[src/rtl/irq_ctrl.sv]
// Interrupt controller: edge-latched pending sources, software mask, and a
// prioritised vector register; drives the CPU's single interrupt line.
module irq_ctrl #(
  parameter int unsigned N_SRC     = 4,
  parameter logic [7:0]  BASE_ADDR = 8'hF0,
  parameter int unsigned HOLDOFF   = 2
) (
  input  logic             clk,
  input  logic             reset,
  input  logic [N_SRC-1:0] irq_src,
  input  logic [7:0]       bus_addr,
  input  logic [7:0]       bus_wdata,
  input  logic             bus_rw,
  input  logic             bus_en,
  output logic [7:0]       bus_rdata,
  output logic             bus_hit,
  output logic             interrupt
);

  typedef enum logic [1:0] {
    IDLE = 2'd0,
    REQ  = 2'd1,
    HOLD = 2'd2
  } state_t;

  state_t           state;
  logic [3:0]       cnt;
  logic [N_SRC-1:0] mask;
  logic [N_SRC-1:0] pend;
  logic [N_SRC-1:0] src_q;
  logic [N_SRC-1:0] rise;
  logic [N_SRC-1:0] act;
  logic [N_SRC-1:0] clr;
  logic [N_SRC-1:0] ack_clr;
  logic [2:0]       idx;
  logic             found;
  logic             vld;
  logic             sel_mask;
  logic             sel_pend;
  logic             sel_vec;
  logic             wr_mask;
  logic             wr_pend;
  logic             ack;
  logic             unused_wdata;

  assign sel_mask = (bus_addr == BASE_ADDR);
  assign sel_pend = (bus_addr == BASE_ADDR + 8'd1);
  assign sel_vec  = (bus_addr == BASE_ADDR + 8'd2);
  assign bus_hit  = sel_mask | sel_pend | sel_vec;

  assign wr_mask  = bus_en & bus_rw & sel_mask;
  assign wr_pend  = bus_en & bus_rw & sel_pend;

  assign rise = irq_src & ~src_q;
  assign act  = pend & mask;
  assign vld  = |act;

  // Only a VEC read that finds something pending counts as an acknowledge.
  assign ack  = bus_en & ~bus_rw & sel_vec & vld;

  assign unused_wdata = ^bus_wdata;

  always_comb begin
    idx   = '0;
    found = 1'b0;
    for (int unsigned i = 0; i < N_SRC; i++) begin
      if (act[i] && !found) begin
        idx   = 3'(i);
        found = 1'b1;
      end
    end
  end

  always_comb begin
    ack_clr = '0;
    for (int unsigned i = 0; i < N_SRC; i++) begin
      ack_clr[i] = ack && (idx == 3'(i));
    end
  end

  assign clr = (wr_pend ? bus_wdata[N_SRC-1:0] : '0) | ack_clr;

  always_comb begin
    bus_rdata = '0;
    if (sel_mask) begin
      bus_rdata[N_SRC-1:0] = mask;
    end else if (sel_pend) begin
      bus_rdata[N_SRC-1:0] = pend;
    end else if (sel_vec && vld) begin
      bus_rdata = {1'b1, 4'b0000, idx};
    end
  end

  // A rising edge in the same cycle as a clear keeps the bit pending.
  always_ff @(posedge clk) begin
    if (reset) begin
      mask  <= '0;
      pend  <= '0;
      src_q <= '0;
    end else begin
      src_q <= irq_src;
      pend  <= (pend & ~clr) | rise;
      if (wr_mask) begin
        mask <= bus_wdata[N_SRC-1:0];
      end
    end
  end

  // interrupt is the registered decode of the previous state, giving the
  // edge -> pend -> REQ -> interrupt three-cycle path.
  always_ff @(posedge clk) begin
    if (reset) begin
      state     <= IDLE;
      cnt       <= '0;
      interrupt <= 1'b0;
    end else begin
      interrupt <= (state == REQ);
      case (state)
        IDLE: begin
          if (vld) begin
            state <= REQ;
          end
        end
        REQ: begin
          if (ack) begin
            state <= HOLD;
            cnt   <= 4'(HOLDOFF - 1);
          end else if (!vld) begin
            state <= IDLE;
          end
        end
        HOLD: begin
          if (cnt == 4'd0) begin
            state <= vld ? REQ : IDLE;
          end else begin
            cnt <= cnt - 4'd1;
          end
        end
        default: begin
          state <= IDLE;
        end
      endcase
    end
  end

endmodule

[config.mk]
export PLATFORM = sky130hd
export DESIGN_NAME = irq_ctrl
export DESIGN_NICKNAME = d
export VERILOG_FILES = /design/src/rtl/irq_ctrl.sv
export SDC_FILE = /design/constraint.sdc
export NUM_CORES = 1
export LEC_CHECK = 0
export BUFFER_PORTS_ARGS = -buffer_cell sky130_fd_sc_hd__clkbuf_2
export CORE_MARGIN = 3
export CORE_UTILIZATION = 49
export CTS_CLUSTER_DIAMETER = 200
export DETAILED_ROUTE_END_ITERATION = 6
export PLACE_DENSITY_LB_ADDON = 0.05
export SLEW_MARGIN = 20
export SYNTH_ARGS = -nofsm -noshare
export SYNTH_HDL_FRONTEND = slang
export SYNTH_SLANG_ARGS = --single-unit
[constraint.sdc]
create_clock -name clk -period 1.56 [get_ports clk]
set_input_delay 0.078 -clock clk [delete_from_list [all_inputs] [get_ports clk]]
set_output_delay 0.078 -clock clk [all_outputs]
set_load 0.005 [all_outputs]
==> results.json <==
{
  "antenna_violating_nets_post_route": 0,
  "vias_per_cell": 5.300,
  "timing.max_cap.violations": 0,
  "synth.top_cells.by_area": "sky130_fd_sc_hd__dfxtp_1 (36%), sky130_fd_sc_hd__mux2i_1 (5.7%), sky130_fd_sc_hd__nor2b_1 (4.7%), sky130_fd_sc_hd__a22o_1 (4.1%), sky130_fd_sc_hd__inv_1 (3.2%)",
  "criticalPathCategory": "register to primary output",
  "drcViolationCount": 0,
  "num_antenna_cells": 0,
  "detailedPlacementHpwl_um": 1882,
  "dr.pass1.iters": 4,
  "final_period_minus_worst_setup_slack_ns": 1.802,
  "fin_worst_skew_ns": 0.002871,
  "largest_buffer_count_on_any_clock_path": 2,
  "finalMaxSlewViolations": 0,
  "power_w": 0.0008746,
  "yosys.area_share.adder_pct": 1.179,
  "run_status": "complete, but fails checks",
  "dpl_worst_slack_ns": 0.03055,
  "violations": "negative setup slack",
  "io_pins": 34,
  "synth-async-reset-ratio_pct": 0,
  "start_util_pct": 53.00,
  "category_of_the_worst_setup_path_capture_point": "primary output",
  "muxShareOfSynthArea_pct": 5.660,
  "cp_data_required_time_ns": 1.48,
  "grt.overflow.total": 0,
  "drt_iter0_markers": 20,
  "post_synth_xor_area_fraction_pct": 0,
  "largest_vdd_supply_drop_v": 0.0006020,
  "min-delay-start": "irq_src[0]",
  "post_synth.cell_area_avg_um2": 8.557,
  "syn_inst": 124,
  "post_synth_num_cell_types": 41,
  "min_period_over_period_pct": 115.5,
  "number_of_flops_mapped_to_enable_cells_by_yosys": 0,
  "tritoncts_clock_tree": "yes",
  "wire_per_inst_um": 13.06,
  "power.leakage_nw": 0.5484,
  "worst_setup_path_startpoint": "pend[0]",
  "setup_ws_ns": -0.2424,
  "cts_max_level": 1,
  "die_width_um": 52.54,
  "gp_routability_congestion": 0.8410,
  "power_per_cell_area_mw_per_mm2": 653.9,
  "min_path_type": "primary input to register",
  "grt_setup_unrepaired": "true",
  "r2r_slack_ns": -0.01,
  "syn2layout_area_growth_pct": 26.06,
  "layout.nets": 189,
  "synth_seq_cells": 19,
  "critPathLaunchType": "register",
  "mostFrequentLayoutCell": "sky130_fd_sc_hd__clkbuf_2",
  "clkLatencyLatePin_ns": 0.29,
  "synth_flop_cell": "sky130_fd_sc_hd__dfxtp_1",
  "min_path_cells": 2,
  "cts.sinks": 19,
  "vias": 1007,
  "timing.rr.end": "cnt[2]",
  "grt_first_pass_wirelength_um": 3960,
  "die_area_mm2": 0.002760,
  "filler_cell_count": 183,
  "yosysSeqAreaShare_pct": 35.85,
  "worst_endpoint_data_arrival_time_ns": 1.72,
  "die_height_um": 52.54,
  "synth-warning-count": 0,
  "cts_buffers": 3,
  "grtUsageTotal_pct": 19.63,
  "synth_top_family_by_area": "simple AND/OR/NAND/NOR gates",
  "synth.cell_area_mm2": 0.001061,
  "area_fraction_in_compound_gates_after_synthesis_pct": 21.70,
  "route.final.wire_length_um": 2482,
  "register_area_um2": 384.1,
  "fraction_of_final_layout_cells_with_drive_strength_greater_than_1_pct": 33.74,
  "area_fraction_in_and_or_nand_and_nor_cells_after_synthesis_pct": 27.48,
  "design.core.area_mm2": 0.002002,
  "clk_transition_reported_paths_ns": 0.11,
  "timing.fmax_mhz": 554.8,
  "cells_on_worst_reg2reg_path": 6,
  "finalHoldViolCount": 0,
  "maximum_number_of_pins_on_one_net_before_global_route_repair": 15,
  "antenna_found_initial": 0,
  "port_buffers": 26,
  "first_global_vias": 898,
  "yosysTopAreaCellShare_pct": 35.85,
  "clk_root_buffer_cell": "sky130_fd_sc_hd__clkbuf_4",
  "finalSetupViolations": 4,
  "critical_path.max_fanout": 2,
  "mostFrequentLayoutCells": "sky130_fd_sc_hd__clkbuf_2 (26), sky130_fd_sc_hd__dfxtp_1 (16), sky130_fd_sc_hd__buf_4 (14)",
  "fp-row-count": 16,
  "yosys.area.top_type": "sky130_fd_sc_hd__dfxtp_1",
  "multi_input_comb_area_um2": 611.8,
  "r2r_start": "pend[0]",
  "whs_endpoint": "src_q[0]"
}
kinds of logic (layout without fill, tap and decap cells):
logic type	Yosys count	count (layout)
AO/OA/AOI/OAI	31	31
adder cells (fa/ha/maj)	1	1
buffers and inverters	17	54
flip-flops	19	19
multiplexers	6	6
other	1	3
AND/OR/NAND/NOR	49	49
power breakdown:
group | switching (W) | leakage [nW] | internal (W)
Combinational | 0.0000535 | 0.374 | 0.0000580
Clock | 0.000157 | 0.0177 | 0.0000953
Sequential | 0.00000939 | 0.157 | 0.000501
metal layers:
layer / up-vias / GRT usage, % / share of wire [%]
met4: 0 / 7.234 / 0.40
met1: 451 / 26.83 / 50
met3: 2 / 3.989 / 7.3
met5: - / 0 / 0
li1: 520 / - / -
met2: 34 / 30.17 / 42
repair_timing:
action                     CTS  global route
hold buffers                 0             0
setup endpoints to repair    3             8
pin swaps                    8             4
setup buffers                3             0
gates resized for setup      6             2
worst max-delay path by stage:
stage / endpoint / depth (start not counted)
after floorplan: bus_rdata[0] / 4
after global placement: bus_rdata[0] / 5
after detailed placement: bus_rdata[0] / 5
after CTS: bus_rdata[0] / 5
after global routing: bus_rdata[0] / 5
final: bus_rdata[0] / 5
Yosys cell counts, types with 3 or more instances:
| cell type | count |
|---|---|
| sky130_fd_sc_hd__a21oi_1 | 6 |
| sky130_fd_sc_hd__a22o_1 | 5 |
| sky130_fd_sc_hd__a311oi_1 | 3 |
| sky130_fd_sc_hd__a31oi_1 | 3 |
| sky130_fd_sc_hd__buf_4 | 3 |
| sky130_fd_sc_hd__clkbuf_1 | 4 |
| sky130_fd_sc_hd__dfxtp_1 | 19 |
| sky130_fd_sc_hd__inv_1 | 9 |
| sky130_fd_sc_hd__mux2i_1 | 6 |
| sky130_fd_sc_hd__nand2_1 | 7 |
| sky130_fd_sc_hd__nand2b_1 | 4 |
| sky130_fd_sc_hd__nand3_1 | 3 |
| sky130_fd_sc_hd__nor2_1 | 9 |
| sky130_fd_sc_hd__nor2b_1 | 8 |
| sky130_fd_sc_hd__nor3_1 | 4 |
cell type report:
| type | instances | share of cell area, % |
|---|---|---|
| clock buffers | 3 | 1.684 |
| inverters | 9 | 2.526 |
| clock inverters | 1 | 0.3742 |
| flip-flops and latches | 19 | 28.72 |
| well taps | 27 | 2.526 |
| multi-input cells | 90 | 45.74 |
| repair buffers | 41 | 18.43 |
sequential cells by signal, summed over array words and instances (netlist names):
register	count
interrupt	1
mask	4
state	2
cnt	4
pend	4
src_q	4
through the flow:
stage                     setup TNS (ns)  std cells  utilization (%)  hold WS [ns]  cell area (um2)
after floorplan                        0        126                -        0.2252             1069
after global placement                 0        183            63.63        0.3348             1274
after detailed placement               0        183            63.63        0.3386             1274
after CTS                        -0.2671        190            66.81       0.01347             1338
after global routing             -0.7604        190            66.81       0.01409             1338
final                            -0.2819        190            66.81       0.02124             1338
worst max-delay path, stage by stage (launching register included):
cell,delay (ns)
sky130_fd_sc_hd__dfxtp_1,0.33
sky130_fd_sc_hd__a222oi_1,0.41
sky130_fd_sc_hd__nand3_1,0.12
sky130_fd_sc_hd__a311o_1,0.30
sky130_fd_sc_hd__a21oi_2,0.14
sky130_fd_sc_hd__clkbuf_2,0.12
No activity file was read; power rests on OpenSTA's default activity.
